## src/rtl/instruction_aligner_if.sv

```systemverilog
`default_nettype none
// +--------------------------------------------------------------------------+
// | Module   : instruction_aligner_if                                        |
// | Brief    : Fetch-side bus bundle: program memory port, redirect, decode. |
// | Revision : 1.0 - initial release                                         |
// +--------------------------------------------------------------------------+
interface instruction_aligner_if;
    logic [31:0] mem_addr;
    logic [31:0] mem_rdata;
    logic        redirect_valid;
    logic [31:0] redirect_pc;
    logic        instr_valid;
    logic        instr_ready;
    logic [31:0] instr_data;
    logic [31:0] instr_pc;
    logic        instr_is_c;

    modport master (
        output mem_addr,
        input  mem_rdata,
        input  redirect_valid,
        input  redirect_pc,
        output instr_valid,
        input  instr_ready,
        output instr_data,
        output instr_pc,
        output instr_is_c
    );

    modport slave (
        input  mem_addr,
        output mem_rdata,
        output redirect_valid,
        output redirect_pc,
        input  instr_valid,
        output instr_ready,
        input  instr_data,
        input  instr_pc,
        input  instr_is_c
    );
endinterface
`default_nettype wire

```

## src/rtl/instruction_aligner.sv

```systemverilog
`default_nettype none
// +--------------------------------------------------------------------------+
// | Module   : instruction_aligner                                           |
// | Brief    : Rebuilds 16/32-bit instructions from 32-bit fetch words.      |
// |            INSTR_ALIGNER_RVC_EN enables compressed (16-bit) support.     |
// | Revision : 1.0 - initial release                                         |
// +--------------------------------------------------------------------------+
module instruction_aligner #(
    parameter logic [31:0] RESET_PC = 32'h0000_0000
) (
    input  wire logic             clk,
    input  wire logic             reset_n,
    instruction_aligner_if.master bus
);

`ifdef INSTR_ALIGNER_RVC_EN
    localparam logic [31:0] c_PC_MASK = 32'hFFFF_FFFE;
`else
    localparam logic [31:0] c_PC_MASK = 32'hFFFF_FFFC;
`endif
    localparam logic [31:0] c_RESET_PC = RESET_PC & c_PC_MASK;

    logic [15:0] r_hw_buf [3];
    logic [1:0]  r_hw_cnt;
    logic [31:0] r_head_pc;
    logic [29:0] r_fetch_word;
    logic        r_skip_low;

    logic        w_is_c;
    logic        w_valid;
    logic        w_fire;
    logic [1:0]  w_cons;
    logic [1:0]  w_surv;
    logic [1:0]  w_n;
    logic        w_append;
    logic [1:0]  w_ncnt;
    logic [15:0] w_new_lo;
    logic [15:0] w_new_hi;
    logic [31:0] w_redir_pc;
    logic [15:0] w_nbuf [3];

`ifdef INSTR_ALIGNER_RVC_EN
    assign w_is_c = (r_hw_buf[0][1:0] != 2'b11);
`else
    assign w_is_c = 1'b0;
`endif

    assign w_valid    = ((r_hw_cnt != 2'd0) && w_is_c) || (r_hw_cnt >= 2'd2);
    assign w_fire     = w_valid && bus.instr_ready;
    assign w_cons     = !w_fire ? 2'd0 : (w_is_c ? 2'd1 : 2'd2);
    assign w_surv     = r_hw_cnt - w_cons;
    assign w_n        = r_skip_low ? 2'd1 : 2'd2;
    assign w_append   = ({1'b0, w_surv} + {1'b0, w_n}) <= 3'd3;
    assign w_ncnt     = w_surv + (w_append ? w_n : 2'd0);
    assign w_new_lo   = r_skip_low ? bus.mem_rdata[31:16] : bus.mem_rdata[15:0];
    assign w_new_hi   = bus.mem_rdata[31:16];
    assign w_redir_pc = bus.redirect_pc & c_PC_MASK;

    // Survivors shift down by the consumed count; fresh halfwords land right behind them.
    always_comb begin
        w_nbuf[0] = r_hw_buf[0];
        w_nbuf[1] = r_hw_buf[1];
        w_nbuf[2] = r_hw_buf[2];
        case (w_cons)
            2'd1: begin
                w_nbuf[0] = r_hw_buf[1];
                w_nbuf[1] = r_hw_buf[2];
                w_nbuf[2] = 16'h0000;
            end
            2'd2: begin
                w_nbuf[0] = r_hw_buf[2];
                w_nbuf[1] = 16'h0000;
                w_nbuf[2] = 16'h0000;
            end
            default: ;
        endcase
        if (w_append) begin
            case (w_surv)
                2'd0: begin
                    w_nbuf[0] = w_new_lo;
                    if (!r_skip_low) w_nbuf[1] = w_new_hi;
                end
                2'd1: begin
                    w_nbuf[1] = w_new_lo;
                    if (!r_skip_low) w_nbuf[2] = w_new_hi;
                end
                2'd2: w_nbuf[2] = w_new_lo;
                default: ;
            endcase
        end
    end

    always_ff @(posedge clk or negedge reset_n) begin
        if (!reset_n) begin
            r_hw_buf[0]  <= 16'h0000;
            r_hw_buf[1]  <= 16'h0000;
            r_hw_buf[2]  <= 16'h0000;
            r_hw_cnt     <= 2'd0;
            r_head_pc    <= c_RESET_PC;
            r_fetch_word <= c_RESET_PC[31:2];
            r_skip_low   <= c_RESET_PC[1];
        end else if (bus.redirect_valid) begin
            r_hw_cnt     <= 2'd0;
            r_head_pc    <= w_redir_pc;
            r_fetch_word <= w_redir_pc[31:2];
            r_skip_low   <= w_redir_pc[1];
        end else begin
            r_hw_buf[0] <= w_nbuf[0];
            r_hw_buf[1] <= w_nbuf[1];
            r_hw_buf[2] <= w_nbuf[2];
            r_hw_cnt    <= w_ncnt;
            if (w_fire) begin
                r_head_pc <= r_head_pc + (w_is_c ? 32'd2 : 32'd4);
            end
            if (w_append) begin
                r_fetch_word <= r_fetch_word + 30'd1;
                r_skip_low   <= 1'b0;
            end
        end
    end

    assign bus.mem_addr    = {r_fetch_word, 2'b00};
    assign bus.instr_valid = w_valid;
    assign bus.instr_pc    = r_head_pc;
    assign bus.instr_is_c  = w_is_c && (r_hw_cnt != 2'd0);
    assign bus.instr_data  = (r_hw_cnt == 2'd0) ? 32'h0000_0000 :
                             (w_is_c ? {16'h0000, r_hw_buf[0]} : {r_hw_buf[1], r_hw_buf[0]});

endmodule
`default_nettype wire

```

## src/flat_wrapper.sv

```systemverilog
// flat-port wrapper written by rule: the top's interface ports become plain ports
module instruction_aligner_flat 
#(
    parameter logic [31:0] RESET_PC = 32'h0000_0000
)
  (clk, reset_n, bus_mem_addr, bus_mem_rdata, bus_redirect_valid, bus_redirect_pc, bus_instr_valid, bus_instr_ready, bus_instr_data, bus_instr_pc, bus_instr_is_c);
  instruction_aligner_if bus_i ();
  input  wire logic clk;
  input  wire logic reset_n;
  output wire logic [$bits(bus_i.mem_addr)-1:0] bus_mem_addr;
  input wire logic [$bits(bus_i.mem_rdata)-1:0] bus_mem_rdata;
  input wire logic [$bits(bus_i.redirect_valid)-1:0] bus_redirect_valid;
  input wire logic [$bits(bus_i.redirect_pc)-1:0] bus_redirect_pc;
  output wire logic [$bits(bus_i.instr_valid)-1:0] bus_instr_valid;
  input wire logic [$bits(bus_i.instr_ready)-1:0] bus_instr_ready;
  output wire logic [$bits(bus_i.instr_data)-1:0] bus_instr_data;
  output wire logic [$bits(bus_i.instr_pc)-1:0] bus_instr_pc;
  output wire logic [$bits(bus_i.instr_is_c)-1:0] bus_instr_is_c;
  assign bus_mem_addr = bus_i.mem_addr;
  assign bus_i.mem_rdata = bus_mem_rdata;
  assign bus_i.redirect_valid = bus_redirect_valid;
  assign bus_i.redirect_pc = bus_redirect_pc;
  assign bus_instr_valid = bus_i.instr_valid;
  assign bus_i.instr_ready = bus_instr_ready;
  assign bus_instr_data = bus_i.instr_data;
  assign bus_instr_pc = bus_i.instr_pc;
  assign bus_instr_is_c = bus_i.instr_is_c;
  instruction_aligner #(.RESET_PC(RESET_PC)) u_core (.clk(clk), .reset_n(reset_n), .bus(bus_i));
endmodule
```

## config.mk

```make
export PLATFORM = sky130hd
export DESIGN_NAME = instruction_aligner_flat
export DESIGN_NICKNAME = d
export VERILOG_FILES = /design/src/rtl/instruction_aligner_if.sv /design/src/rtl/instruction_aligner.sv /design/src/flat_wrapper.sv
export SDC_FILE = /design/constraint.sdc
export NUM_CORES = 1
export LEC_CHECK = 0
export ABC_CLOCK_PERIOD_IN_PS = 4600
export CAP_MARGIN = 5
export CORE_UTILIZATION = 28
export CTS_BUF_LIST = sky130_fd_sc_hd__clkbuf_16
export DETAILED_ROUTE_END_ITERATION = 8
export GPL_ROUTABILITY_DRIVEN = 0
export SYNTH_ARGS = -nofsm -noshare
export SYNTH_HDL_FRONTEND = slang
export SYNTH_SLANG_ARGS = --single-unit
```

## constraint.sdc

```tcl
create_clock -name clk -period 4.6 [get_ports clk]
set_input_delay 0.92 -clock clk [delete_from_list [all_inputs] [get_ports clk]]
set_output_delay 0.92 -clock clk [all_outputs]
set_load 0.05 [all_outputs]
```

# Word level (Yosys, flattened, before mapping)
# Index checks and enable logic that the tools add are counted.
[op_classes]
order_cmp = 2
eq_ne = 4
n_reduce_logical = 5
n_addsub = 5
muxes = 19
[op_table]
columns = ["cell", "count"]
rows = [
  ["two-way mux 32 bit", 3],
  ["case mux 48 bit (2 select lines)", 1],
  ["two-way mux 16 bit", 4],
  ["case mux 16 bit (2 select lines)", 2],
  ["two-way mux 30 bit", 2],
  ["two-way mux 48 bit", 1],
  ["adder 32 x 3 -> 32 bit (second input constant)", 1],
  ["adder 30 x 1 -> 30 bit (second input constant)", 1],
  ["two-way mux 2 bit", 4],
  ["== test 2 x 1 -> 1 bit (second input constant)", 2],
  ["== test 2 bit (second input constant)", 2],
  ["logical NOT 2 bit", 2],
  ["nonzero test 2 bit", 2],
  ["adder 2 x 2 -> 3 bit", 1],
  ["less-or-equal comparator 3 x 2 -> 1 bit (second input constant)", 1],
  ["adder 2 bit", 1],
  [">= comparator 2 bit (second input constant)", 1],
  ["two-way mux 1 bit", 2],
  ["subtractor 2 bit", 1],
  ["logical AND 1 bit", 1],
]
[word_totals]
output_inout_bits = 98
input_bits = 68
ff_bits = 113

# Longest topological paths before layout
[depth]
word_depth = 9
mapped_depth = 7
ltp_nobuf = 5

# Least setup slack after synthesis
# Ideal clock, no wire load.
[synth_path]
path_kind = "register to register"
startpoint = "register u_core.r_head_pc[2], in the netlist u_core.bus.instr_pc[2]"
endpoint = "register u_core.r_head_pc[20], in the netlist u_core.bus.instr_pc[20]"
arrival_time_ns = 2.284
required_time_ns = 4.518
period_less_slack_ns = 2.366
path_slack_ns = 2.234
path_stages_with_launch = 7
n_path_buf = 1
setup_time_ns = 0.082
path_cell_list = "dfrtp_1 > ha_1 > nand3_2 > or4_1 > buf_2 > or4_1 > a31oi_1"
[synth_between]
elab_chain_len = 3
[synth_rtl]
columns = ["element", "line", "source"]
rows = [
  ["from (decl)", "instruction_aligner.sv:25", "logic [31:0] r_head_pc;"],
  ["from (signal assigned)", "instruction_aligner.sv:99", "r_head_pc <= c_RESET_PC;"],
  ["from (signal assigned)", "instruction_aligner.sv:104", "r_head_pc <= w_redir_pc;"],
  ["from (signal assigned)", "instruction_aligner.sv:113", "r_head_pc <= r_head_pc + (w_is_c ? 32'd2 : 32'd4);"],
  ["adder 32 x 3 -> 32 bit", "instruction_aligner.sv:113", ""],
  ["two-way mux 32 bit", "instruction_aligner.sv:112", "if (w_fire) begin"],
  ["two-way mux 32 bit", "instruction_aligner.sv:102", "end else if (bus.redirect_valid) begin"],
]
# Every way passes these cells. The select of a mux whose other input is x is not followed.
# A chain may end at the register's enable or synchronous reset.

# Final worst setup path
[layout_path]
startpoint = "register u_core.r_hw_cnt[1]"
endpoint = "output bus_instr_data[19]"
[layout_between]
elab_chain_len = 2
[layout_rtl]
columns = ["element", "line", "source"]
rows = [
  ["from (decl)", "instruction_aligner.sv:24", "logic [1:0] r_hw_cnt;"],
  ["from (signal assigned)", "instruction_aligner.sv:111", "r_hw_cnt <= w_ncnt;"],
  ["logical NOT 2 bit", "instruction_aligner.sv:126", "assign bus.instr_data = (r_hw_cnt == 2'd0) ? 32'h0000_0000 :"],
  ["two-way mux 32 bit", "instruction_aligner.sv:126", ""],
  ["to (decl)", "flat_wrapper.sv:16", "output wire logic [$bits(bus_i.instr_data)-1:0] bus_instr_data;"],
]
# Every way passes these cells.

==> metrics.txt <==
DIE HEIGHT=between 100 and 150 um; post-route clock period utilization=0.727; static leakage=2.63 nW; Initial Util=0.288; Fin. Hold Viols=0; max-slew violation count=0; RSZ-0062 raised after global routing=false; DRC=0; Yosys top cell by area=dfrtp_1; I/O Buffers=roughly 160; Clock Path Buffers=2; Achievable Freq=about 300 MHz; share of the synthesized area in the top cell type=0.468; DP Area=around 6700 um^2; final worst slack=roughly 1.3 ns; data arrival time of the critical path=2.43 ns; clock root buffer master=clkbuf_16; Worst Setup Start Kind=flop; Avg Vias per Cell=roughly 5.1; #FFs+latches synth=93; post-CTS sizing=0; vias=around 4,400; most frequent cells in the layout=clkdlybuf4s50_1, dfrtp_1, mux2_2; relative slew slack=0.338; commonest non-fill, non-tap cell in the layout=clkdlybuf4s50_1; via count of the first global-routing pass=4,467; Post-DRT Antenna Nets=0; DIE WIDTH=135 um; CTS tree=yes; first-pass GRT wire length=between 20,000 and 25,000 um; Final Setup Violations=0; critical path required time=around 3.7 ns; H-tree Lvls=3; WS Path Type=reg2out; Post-synth top flop=dfrtp_1; WL/cell=17.0 um; Worst-Margin Slew=between 0.9 and 1 ns; total number of yosys warnings=0; pre-CTS setup slack=1.17 ns; sequential-to-total area share from yosys stat=0.468; status=complete, no violations; initial antenna violation count=0; Cell variety after synth=42; core region area=between 15,000 and 20,000 um^2; mapped cell area=4970 um^2; Overflow after GRT=0; Fin Setup TNS=0 ns; Num Clock Sinks=slightly above 90; Worst Skew=between 0.01 and 0.015 ns; clock-pin slew on the worst setup and hold paths=~0.070 ns; number of synthesized flops with an enable pin=0; Total GRT Usage=0.167; worst skew pair latency=approximately 0.36 ns; CP Capture Type=primary output; largest net degree at the start of global routing=53; leading post-synthesis cells by cell area=dfrtp_1, mux2_2, and2_1; DIE AREA=18,300 um^2; initial drt markers=~320; fin area=6990 um^2; row cnt=48; layout cells sized above 1=0.116; max_cap viols=0; PwrDens=361 nW/um^2; type of the worst min-delay path=reg2reg; Syn Area/Cell=between 10 and 15 um^2; DP Wirelength=10,700 um; maximum VDD drop=around 180 uV; Post-CTS Setup Bufs=0; Final Net Count=around 700; Async S/R FF share, synth=1.00; Area Overhead vs Synth=40.5%; total wire length=14,700 um; post-synthesis cell count=~490; first-pass detailed-route iteration total=5; antenna fix cells=0; CTS Buf Count=9; Crit Path Max Fanout=39; fin crit period=3.35 ns; Ports=~170; CTS Hold Buffers Added=0
## flip-flops by register name (all words and copies together), names as in the netlist
name                 count
u_core.bus.instr_pc     30
u_core.r_fetch_word     30
u_core.r_hw_buf         32
u_core.r_hw_cnt          1
## through the flow
stage               hold slack (ns)   util  power (mW)  instances
finish                        0.498  0.404        2.52        861
global route                  0.515  0.404        2.64        861
CTS                           0.503  0.404        2.55        861
detailed placement            0.488  0.389        1.85        845
global placement              0.481  0.389        1.83        845
floorplan                     0.472      -        1.53        495
## critical path, stage by stage, from the launching register on
cell and delay [ns]:
dfrtp_1 0.99, and2_1 0.26, clkdlybuf4s50_1 0.81
## final timing paths
check	from	to	slack [ns]	cells past startpoint
max	u_core.r_hw_cnt[1]$_DFF_PN0_	bus_instr_data[19]	1.25	2
min	u_core.r_hw_buf[33]$_DFFE_PN0N_	u_core.r_hw_buf[33]$_DFFE_PN0N_	0.50	1
max reg2reg	u_core.r_hw_cnt[1]$_DFF_PN0_	u_core.bus.instr_pc[31]$_DFFE_PN0N_	1.53	4
min reg2reg	u_core.r_hw_buf[33]$_DFFE_PN0N_	u_core.r_hw_buf[33]$_DFFE_PN0N_	0.50	1
max in group asynchronous	reset_n	u_core.r_hw_buf[33]$_DFFE_PN0N_	2.92	2
min in group asynchronous	reset_n	u_core.r_hw_buf[34]$_DFFE_PN0N_	0.54	1
## power breakdown
group	switching, mW	leakage [nW]	internal (mW)
Combinational	0.497	1.43	0.312
Clock	0.334	0.130	0.363
Sequential	0.106	1.07	0.912
## cells by family after synthesis
kind of cell / after synthesis / share of synthesized area
xor gates and xnor gates: 18 / 0.0317
DFF: 93 / 0.468
buffers and inverters: 47 / 0.0415
adders and majority gates: 2 / 0.00503
other: 1 / 0.000754
muxes: 48 / 0.108
and+or+nand+nor: 202 / 0.236
AOI/OAI and AO/OA: 80 / 0.109
## area by class of cell
type / instances / area, um^2
well taps: 225 / 282
repair buffers: 164 / 1620
clock buffers: 9 / 225
clock inverters: 7 / 41.3
flip-flops and latches: 93 / 2330
fillers: 1667 / 10300
multi-input cells: 355 / 2460
inverters: 8 / 30.0
## synthesized netlist by cell type, types with 8 or more instances
cell type / n
o31ai_1: 17
or3_1: 10
nand3_1: 16
nor3_1: 10
mux2_2: 46
inv_1: 8
clkbuf_1: 28
nand4_1: 14
a31oi_1: 28
and4_1: 10
and2_1: 33
and3_1: 11
o21ai_0: 13
dfrtp_1: 93
or4_1: 19
xnor2_1: 13
nor2_1: 26
nand2_1: 29
nor4_1: 16
## layer usage
metal  track usage  up-vias  wire, um
li1              -     2100         -
met5             0        -         0
met1         0.215     2148      6350
met2         0.256      162      6710
met4        0.0668        0       204
met3        0.0587       14      1400
(Power assumes the default switching activity.)
